## src/rtl/bus_mem_slave.sv

```systemverilog
// bus_mem_slave: parametrised memory-mapped scratch RAM slave.
// A request is accepted in IDLE when ce=1. The slave then spends WAIT_CYC
// wait states, and returns a one-cycle ready strobe with err.
// Optional byte enables are compiled in when BUS_MEM_BYTE_EN_EN is defined.
module bus_mem_slave #(
  parameter int ADDR_W   = 8,
  parameter int DATA_W   = 8,
  parameter int DEPTH    = 256,
  parameter int WAIT_CYC = 1
) (
  input  logic              clk,
  input  logic              rst_n,
  input  logic              ce,
  input  logic              wr,
  input  logic              rd,
  input  logic [ADDR_W-1:0] addr,
  input  logic [DATA_W-1:0] data_wr,
`ifdef BUS_MEM_BYTE_EN_EN
  input  logic [DATA_W/8-1:0] be,
`endif
  output logic [DATA_W-1:0] data_rd,
  output logic              ready,
  output logic              err,
  output logic              busy
);

  localparam int IDX_W = (DEPTH > 1) ? $clog2(DEPTH) : 1;
  localparam logic [3:0] WAIT_LD = 4'((WAIT_CYC > 0) ? WAIT_CYC - 1 : 0);
  // One extra bit so that DEPTH == 2**ADDR_W is representable.
  localparam logic [ADDR_W:0] DEPTH_X = (ADDR_W+1)'(DEPTH);

  // Parameter sanity checks, evaluated at elaboration.
  if (DEPTH < 1 || DEPTH > 2**ADDR_W) begin : g_depth_check
    $error("bus_mem_slave: DEPTH must be in 1..2**ADDR_W");
  end
  if (WAIT_CYC < 0 || WAIT_CYC > 15) begin : g_wait_check
    $error("bus_mem_slave: WAIT_CYC must be in 0..15");
  end

`ifdef BUS_MEM_BYTE_EN_EN
  localparam int NB = DATA_W / 8;
  if (DATA_W % 8 != 0) begin : g_be_width_check
    $error("bus_mem_slave: DATA_W must be a multiple of 8 with byte enables");
  end
`endif

  typedef enum logic [1:0] {IDLE, WAIT, RESP} state_t;

  state_t            state;
  logic [3:0]        cnt;
  logic [DATA_W-1:0] mem [DEPTH];

  // Captured request fields
  logic [ADDR_W-1:0] addr_q;
  logic [DATA_W-1:0] data_q;
  logic              wr_q;
  logic              rd_q;

  // Request currently being serviced: live inputs on the accepting edge, captured copy afterwards
  logic [ADDR_W-1:0] req_addr;
  logic [DATA_W-1:0] req_data;
  logic              req_wr;
  logic              req_rd;
  logic              req_err;
  logic              enter_resp;
  logic              do_write;
  logic [IDX_W-1:0]  idx;

`ifdef BUS_MEM_BYTE_EN_EN
  logic [NB-1:0] be_q;
  logic [NB-1:0] req_be;
`endif

  // Select the request view and decode the response conditions
  always_comb begin
    // NOTE: every combinational output gets a default first so no latch can be inferred.
    req_addr = addr_q;
    req_data = data_q;
    req_wr   = wr_q;
    req_rd   = rd_q;
`ifdef BUS_MEM_BYTE_EN_EN
    req_be   = be_q;
`endif
    if (state == IDLE) begin
      req_addr = addr;
      req_data = data_wr;
      req_wr   = wr;
      req_rd   = rd;
`ifdef BUS_MEM_BYTE_EN_EN
      req_be   = be;
`endif
    end
    // Both strobes or neither strobe is illegal, as is an address past the array.
    req_err    = (req_wr == req_rd) || ({1'b0, req_addr} >= DEPTH_X);
    enter_resp = ((state == IDLE) && ce && (WAIT_CYC == 0)) ||
                 ((state == WAIT) && (cnt == 4'd0));
    do_write   = enter_resp && req_wr && !req_err && rst_n;
    idx        = req_addr[IDX_W-1:0];
  end

  // Capture request fields on acceptance
  // NOTE: pure datapath registers carry no reset; they are only read after being loaded.
  always_ff @(posedge clk) begin
    if (state == IDLE && ce) begin
      addr_q <= addr;
      data_q <= data_wr;
      wr_q   <= wr;
      rd_q   <= rd;
`ifdef BUS_MEM_BYTE_EN_EN
      be_q   <= be;
`endif
    end
  end

  // Control FSM with registered response outputs
  always_ff @(posedge clk) begin
    // NOTE: sequential state uses non-blocking assignments so every register samples pre-edge values.
    if (!rst_n) begin
      state   <= IDLE;
      cnt     <= 4'd0;
      ready   <= 1'b0;
      err     <= 1'b0;
      data_rd <= '0;
    end else begin
      ready <= enter_resp;
      err   <= enter_resp && req_err;
      if (enter_resp) begin
        if (req_err)
          data_rd <= '0;
        else if (req_rd)
          data_rd <= mem[idx];
      end
      case (state)
        IDLE: begin
          if (ce) begin
            state <= (WAIT_CYC > 0) ? WAIT : RESP;
            cnt   <= WAIT_LD;
          end
        end
        WAIT: begin
          if (cnt == 4'd0)
            state <= RESP;
          else
            cnt <= cnt - 4'd1;
        end
        RESP:    state <= IDLE;
        default: state <= IDLE;
      endcase
    end
  end

  // Memory write port; commits on the edge that enters RESP
  // NOTE: the array is deliberately not reset so its contents survive rst_n.
  always_ff @(posedge clk) begin
    if (do_write) begin
`ifdef BUS_MEM_BYTE_EN_EN
      for (int i = 0; i < NB; i++) begin
        if (req_be[i])
          mem[idx][8*i +: 8] <= req_data[8*i +: 8];
      end
`else
      mem[idx] <= req_data;
`endif
    end
  end

  assign busy = (state != IDLE);

endmodule
```

## config.mk

```make
export PLATFORM = sky130hd
export DESIGN_NAME = bus_mem_slave
export DESIGN_NICKNAME = d
export VERILOG_FILES = /design/src/rtl/bus_mem_slave.sv
export SDC_FILE = /design/constraint.sdc
export NUM_CORES = 2
export LEC_CHECK = 0
export BUFFER_PORTS_ARGS = -buffer_cell sky130_fd_sc_hd__buf_2
export CORE_MARGIN = 2
export CORE_UTILIZATION = 63
export DETAILED_ROUTE_END_ITERATION = 6
export PLACE_DENSITY = 0.76
export SLEW_MARGIN = 20
export SYNTH_ARGS = -nofsm -noshare
export SYNTH_HDL_FRONTEND = slang
export SYNTH_SLANG_ARGS = --single-unit
```

## constraint.sdc

```tcl
create_clock -name clk -period 6 [get_ports clk]
set_clock_uncertainty 0.2 [all_clocks]
set_input_delay 1.2 -clock clk [delete_from_list [all_inputs] [get_ports clk]]
set_output_delay 1.2 -clock clk [all_outputs]
set_load 0.01 [all_outputs]
```

# Word-level counts from Yosys, hierarchy flattened
# Memory sizes are Yosys's and may differ from the RTL's.
# Cells that the tools add are included.
# Widths: inputs -> output; s select.
totals:
  reg_bits: 34
  latchBits: 0
  ram_bits: 2048
  mem_bits_ro: 0
  out_inout_bits: 11
  n_memories: 1
mem_list:
  columns: ["name", "depth", "word_bits", "rd", "rd_clocked_by_memory_dff", "wr", "line", "text"]
  rows:
  - ["mem", 256, 8, 1, 0, 1, "51", "logic [DATA_W-1:0] mem [DEPTH];"]
op_classes:
  add_sub_neg: 1
  mul: 0
  div: 0
  n_lt_le_gt_ge: 0
  eq_ne: 5
  n_shift: 0
  muxes: 14
  n_bitwise: 0
  n_reduce_logical: 15
op_table:
  columns: ["operator", "count"]
  rows:
  - ["$mux 8", 4]
  - ["$mux 4", 2]
  - ["$pmux 4 s2", 1]
  - ["$logic_and 1x1->1", 6]
  - ["$reduce_bool 2->1", 3]
  - ["$logic_not 4->1", 1]
  - ["$mux 1", 4]
  - ["$mux 2", 2]
  - ["$ne 2x2->1 const B", 2]
  - ["$pmux 2 s2", 1]
  - ["$reduce_and 2->1", 2]
  - ["$sub 4x1->4 const B", 1]
  - ["$reduce_and 3->1", 1]
  - ["$eq 2x1->1 const B", 1]
  - ["$logic_not 2->1", 1]
  - ["$ne 2x1->1 const B", 1]
  - ["$eq 1x1->1", 1]
  - ["$logic_not 1->1", 1]

# Logic depth before layout (Yosys ltp)
logic_depth:
  depth_word: 8
  mapped_depth: 16
  depth_no_buf: 12

# Least setup slack after synthesis
# OpenSTA, ideal clock, no wires.
synth_timing:
  path_kind: "input to register"
  startpoint: "input data_wr[0]"
  endpoint: "memory mem[0][0] (data pin)"
  setup_time_ns: 0.823
  arrival_time_ns: 4.297
  setup_slack_ns: 0.681
  cell_stages: 2
  n_path_buf: 0
  path_cell_list: "nand2_1 > nand2_1"
synth_via:
  elab_chain_len: 1
synth_lines:
  columns: ["element", "line", "text"]
  rows:
  - ["start, declared", "17", "input logic [DATA_W-1:0] data_wr,"]
  - ["$mux 8", "84", "if (state == IDLE) begin"]
  - ["net req_data[0]", "61", "logic [DATA_W-1:0] req_data;"]
  - ["end, declared", "51", null]
# The timed path passes the listed nets, and every way through them passes these cells.

# Final worst setup path
layout_timing:
  startpoint: "register state[1]"
  endpoint: "memory mem[175][2], enable pin"
layout_via:
  elab_chain_len: 8
  elab_cells_between_ends: 13
  classes_between: "2 x eq/ne; 5 x mux; 6 x reduce/logical"
layout_lines:
  columns: ["element", "line", "text"]
  rows:
  - ["start, declared", "49", "state_t state;"]
  - ["start signal, assigned", "136", "state <= (WAIT_CYC > 0) ? WAIT : RESP;"]
  - ["$logic_not 2->1", "84", null]
  - ["$mux 1", "84", null]
  - ["$eq 1x1->1", "94", "req_err = (req_wr == req_rd) || ({1'b0, req_addr} >= DEPTH_X);"]
  - ["$logic_not 1->1", "97", "do_write = enter_resp && req_wr && !req_err && rst_n;"]
  - ["$logic_and 1x1->1 (2 in a row)", "97", null]
  - ["$mux 1", "155", "if (do_write) begin"]
  - ["$mux 1 (not written as such)", "162", "mem[idx] <= req_data;"]
# Parallel ways exist; a longest one is shown, timed or not.

==> impl_metrics.env <==
export IMPL_outcome="finished, violations left"
export IMPL_violations="DRC"
export IMPL_gp_congestion=0.945
export IMPL_hold_buffers=0
export IMPL_cp_max_fo=25
export IMPL_dp_hpwl_microns=130000
export IMPL_period_share_pct=88.9
export IMPL_worstHoldStart="cnt[2]"
export IMPL_worstMarginPinSlew_ns=1.27
export IMPL_grt_antenna_before_repair=5
export IMPL_dieHeight_microns=354
export IMPL_ctsResizeCount=0
export IMPL_crit_path_end_kind="flop"
export IMPL_slew_headroom_pct=14.8
export IMPL_p_per_area_nw_per_um2=383
export IMPL_async_reset_ff_share_pct=0
export IMPL_post_route_util_pct=71.1
export IMPL_clk_pin_slew_ns=0.06
export IMPL_max_cap_violations=0
export IMPL_grt_max_degree=199
export IMPL_peakVddDrop_uv=324
export IMPL_overflow=0
export IMPL_first_pass_iters=7
export IMPL_drcViolationCount=24
export IMPL_synth_compound_area_share_pct=10.5
export IMPL_start_util_pct=63.4
export IMPL_synth_flop_cell="edfxtp_1"
export IMPL_total_power_mw=33.1
export IMPL_nNetsFinal=4853
export IMPL_hp_class="reg2reg"
export IMPL_synth_xor_area_share_pct=0.0227
export IMPL_critical_path_required_ns=6.25
export IMPL_hold_violations=0
export IMPL_syn_num_nets=4728
export IMPL_holdWs_ns=0.354
export IMPL_io_buffers=31
export IMPL_synthSimpleGateAreaFrac_pct=6.16
export IMPL_drt_wirelength_per_cell_microns=33.7
export IMPL_synth_cell_types=62
export IMPL_synth_top_family_by_area="compound AO/OA/AOI/OAI gates"
export IMPL_cp_arrival_ns=5.58
export IMPL_post_cts_buffers=0
export IMPL_root_buffer="clkbuf_16"
export IMPL_syn_area_per_cell_sq_um=16.4
export IMPL_yosysWarnings=0
export IMPL_cp_startpoint="state[1]"
export IMPL_drv_slew=0
export IMPL_crit_top_cell="nand2_1"
export IMPL_cts_made_buffers=194
export IMPL_drive_above_1_share_pct=11.6
export IMPL_critical_path_slowest_cell="nor2_2"
export IMPL_vias=48774
export IMPL_wl_microns=223000
export IMPL_ant_nets=0
export IMPL_muxShareOfSynthArea_pct=0.234
export IMPL_io_pins=32
export IMPL_syn_cell_area_sq_um=77100
export IMPL_cp_top_family="simple AND/OR/NAND/NOR gates"
export IMPL_cts_tree="done"
export IMPL_setup_viol=0
export IMPL_final_common_cell="edfxtp_1"
export IMPL_die_w_microns=354
export IMPL_grt_usage_pct=35.4
export IMPL_design_core_area_sq_um=122000
export IMPL_startpoint_type="flop"
export IMPL_synthAdderAreaFrac_pct=0.0487
export IMPL_synth_edf_count=2066
export IMPL_min_period_ns=5.33
export IMPL_htreeDepth=4
export IMPL_clkSinkCount=2082
export IMPL_grt_pass1_wl_microns=321000
export IMPL_tns_ns=0
export IMPL_nFillCells=7178
export IMPL_dieArea_sq_um=125000
export IMPL_final_cell_mix="edfxtp_1 (2066), o22ai_1 (856), nor3_1 (422), nor2_1 (332), buf_4 (205)"
export IMPL_path_buf_inv=1
export IMPL_leakage_nw=26.5
export IMPL_syn_to_final_growth_pct=12.2
export IMPL_fmax_mhz=188
export IMPL_clockBufferDepth=3
export IMPL_cp_slowest_stage_delay_ns=1.10
export IMPL_critical_path_class="reg2reg"
export IMPL_synthCells=4704
export IMPL_drt_iter0_drc=9809
export IMPL_rsz0062_at_grt="false"
export IMPL_insertion_delay_ns=0.83
export IMPL_ys_seq_area_share_pct=80.9
export IMPL_via_per_inst=7.36
export IMPL_grt_pass1_vias=47078
export IMPL_ys_ff_latch=2082
export IMPL_row_count=128
export IMPL_cp_cell_sequence="nor2_4 -> inv_4 -> nand2_1 -> nand2_2 -> nor2_2 -> nand2_1 -> nor2_1"
export IMPL_r2r_start="state[1]"
-- where the power goes --
part	internal [mW]	switching (mW)	total [mW]
Combinational	1.04	3.30	4.33
Clock	6.80	5.36	12.2
Sequential	16.6	0.0274	16.6
Total	24.5	8.68	33.1
-- cell families (layout without fill, tap and decap cells) --
logic type | count (synthesis) | after routing
adders and majority gates | 3 | 3
AOI/OAI and AO/OA | 1223 | 1223
xor gates and xnor gates | 2 | 2
other | 0 | 7
DFF | 2082 | 2082
muxes | 14 | 14
buffers and inverters | 351 | 643
and+or+nand+nor | 1029 | 1029
-- metal layers --
| metal | part of all wire [%] | wire, microns | GRT usage [%] |
|---|---|---|---|
| met5 | 0.21 | 458 | 1.81 |
| met4 | 5.5 | 12300 | 17.1 |
| met3 | 16 | 35600 | 12.3 |
| met2 | 44 | 99200 | 51.8 |
| met1 | 34 | 75900 | 48.0 |
-- synth_stat cells (3+ instances only) --
master	instances	share of area, %
mux2i_1	5	0.065
o41ai_1	4	0.045
nand2b_1	7	0.057
a31oi_1	6	0.049
o211ai_1	6	0.058
buf_4	23	0.22
o311ai_0	43	0.49
o311ai_1	5	0.057
buf_2	173	1.1
clkbuf_1	129	0.63
mux2_2	5	0.073
o21ai_1	6	0.039
and3_1	18	0.15
o221ai_1	51	0.58
a222oi_1	64	0.83
o22ai_1	856	6.9
nand3b_1	4	0.039
or4_1	9	0.088
a21oi_1	77	0.50
o2111ai_1	3	0.034
and2_1	3	0.024
nand4_1	20	0.16
dfxtp_1	16	0.42
nor2_1	337	1.6
nor3_1	422	2.7
nor4_1	22	0.18
a41oi_1	6	0.068
o31ai_1	11	0.11
or3_1	43	0.35
inv_1	5	0.024
o21ai_0	63	0.41
edfxtp_1	2066	81
nand2_1	139	0.68
ha_1	3	0.049
buf_1	19	0.093
-- sequential cells by signal (all words and copies together), names as in the netlist --
| register | cells |
|---|---|
| data_rd | 8 |
| rd_q | 1 |
| wr_q | 1 |
| state | 2 |
| cnt | 4 |
| mem | 2048 |
| addr_q | 8 |
| err | 1 |
| data_q | 8 |
| ready | 1 |
-- area by class of cell --
type | count | area [sq um] | share of cell area [%]
multi-input combinational | 2271 | 13300 | 15.4
inverter | 6 | 25.0 | 0.0290
timing repair buffer | 274 | 2460 | 2.85
tap | 1625 | 2030 | 2.35
sequential | 2082 | 62400 | 72.1
clock buffer | 246 | 5050 | 5.84
clock inverter | 117 | 1190 | 1.38
antenna | 7 | 17.5 | 0.0203
-- tightest hold or removal path, stage by stage (launching register included) --
cell	delay, ns
dfxtp_1	0.37
xnor2_1	0.08
nor2_1	0.07
-- per-stage QoR --
stage / worst slack [ns] / std cells / cell area [sq um]
after floorplan: 0.681 / 4704 / 77100
after global placement: 0.726 / 6257 / 80100
after detailed placement: 0.737 / 6257 / 80100
after CTS: 1.05 / 6620 / 86400
after global routing: 0.715 / 6621 / 86400
final: 0.669 / 6628 / 86400
-- path summary, 6_finish.rpt --
kind                                    end  slack (ns)  depth (start not counted)
worst min-delay path                 cnt[2]        0.35                          2
worst max register to register  mem[175][2]        0.67                          7
worst max-delay path            mem[175][2]        0.67                          7
worst min register to register       cnt[2]        0.35                          2
(Power assumes the default switching activity.)
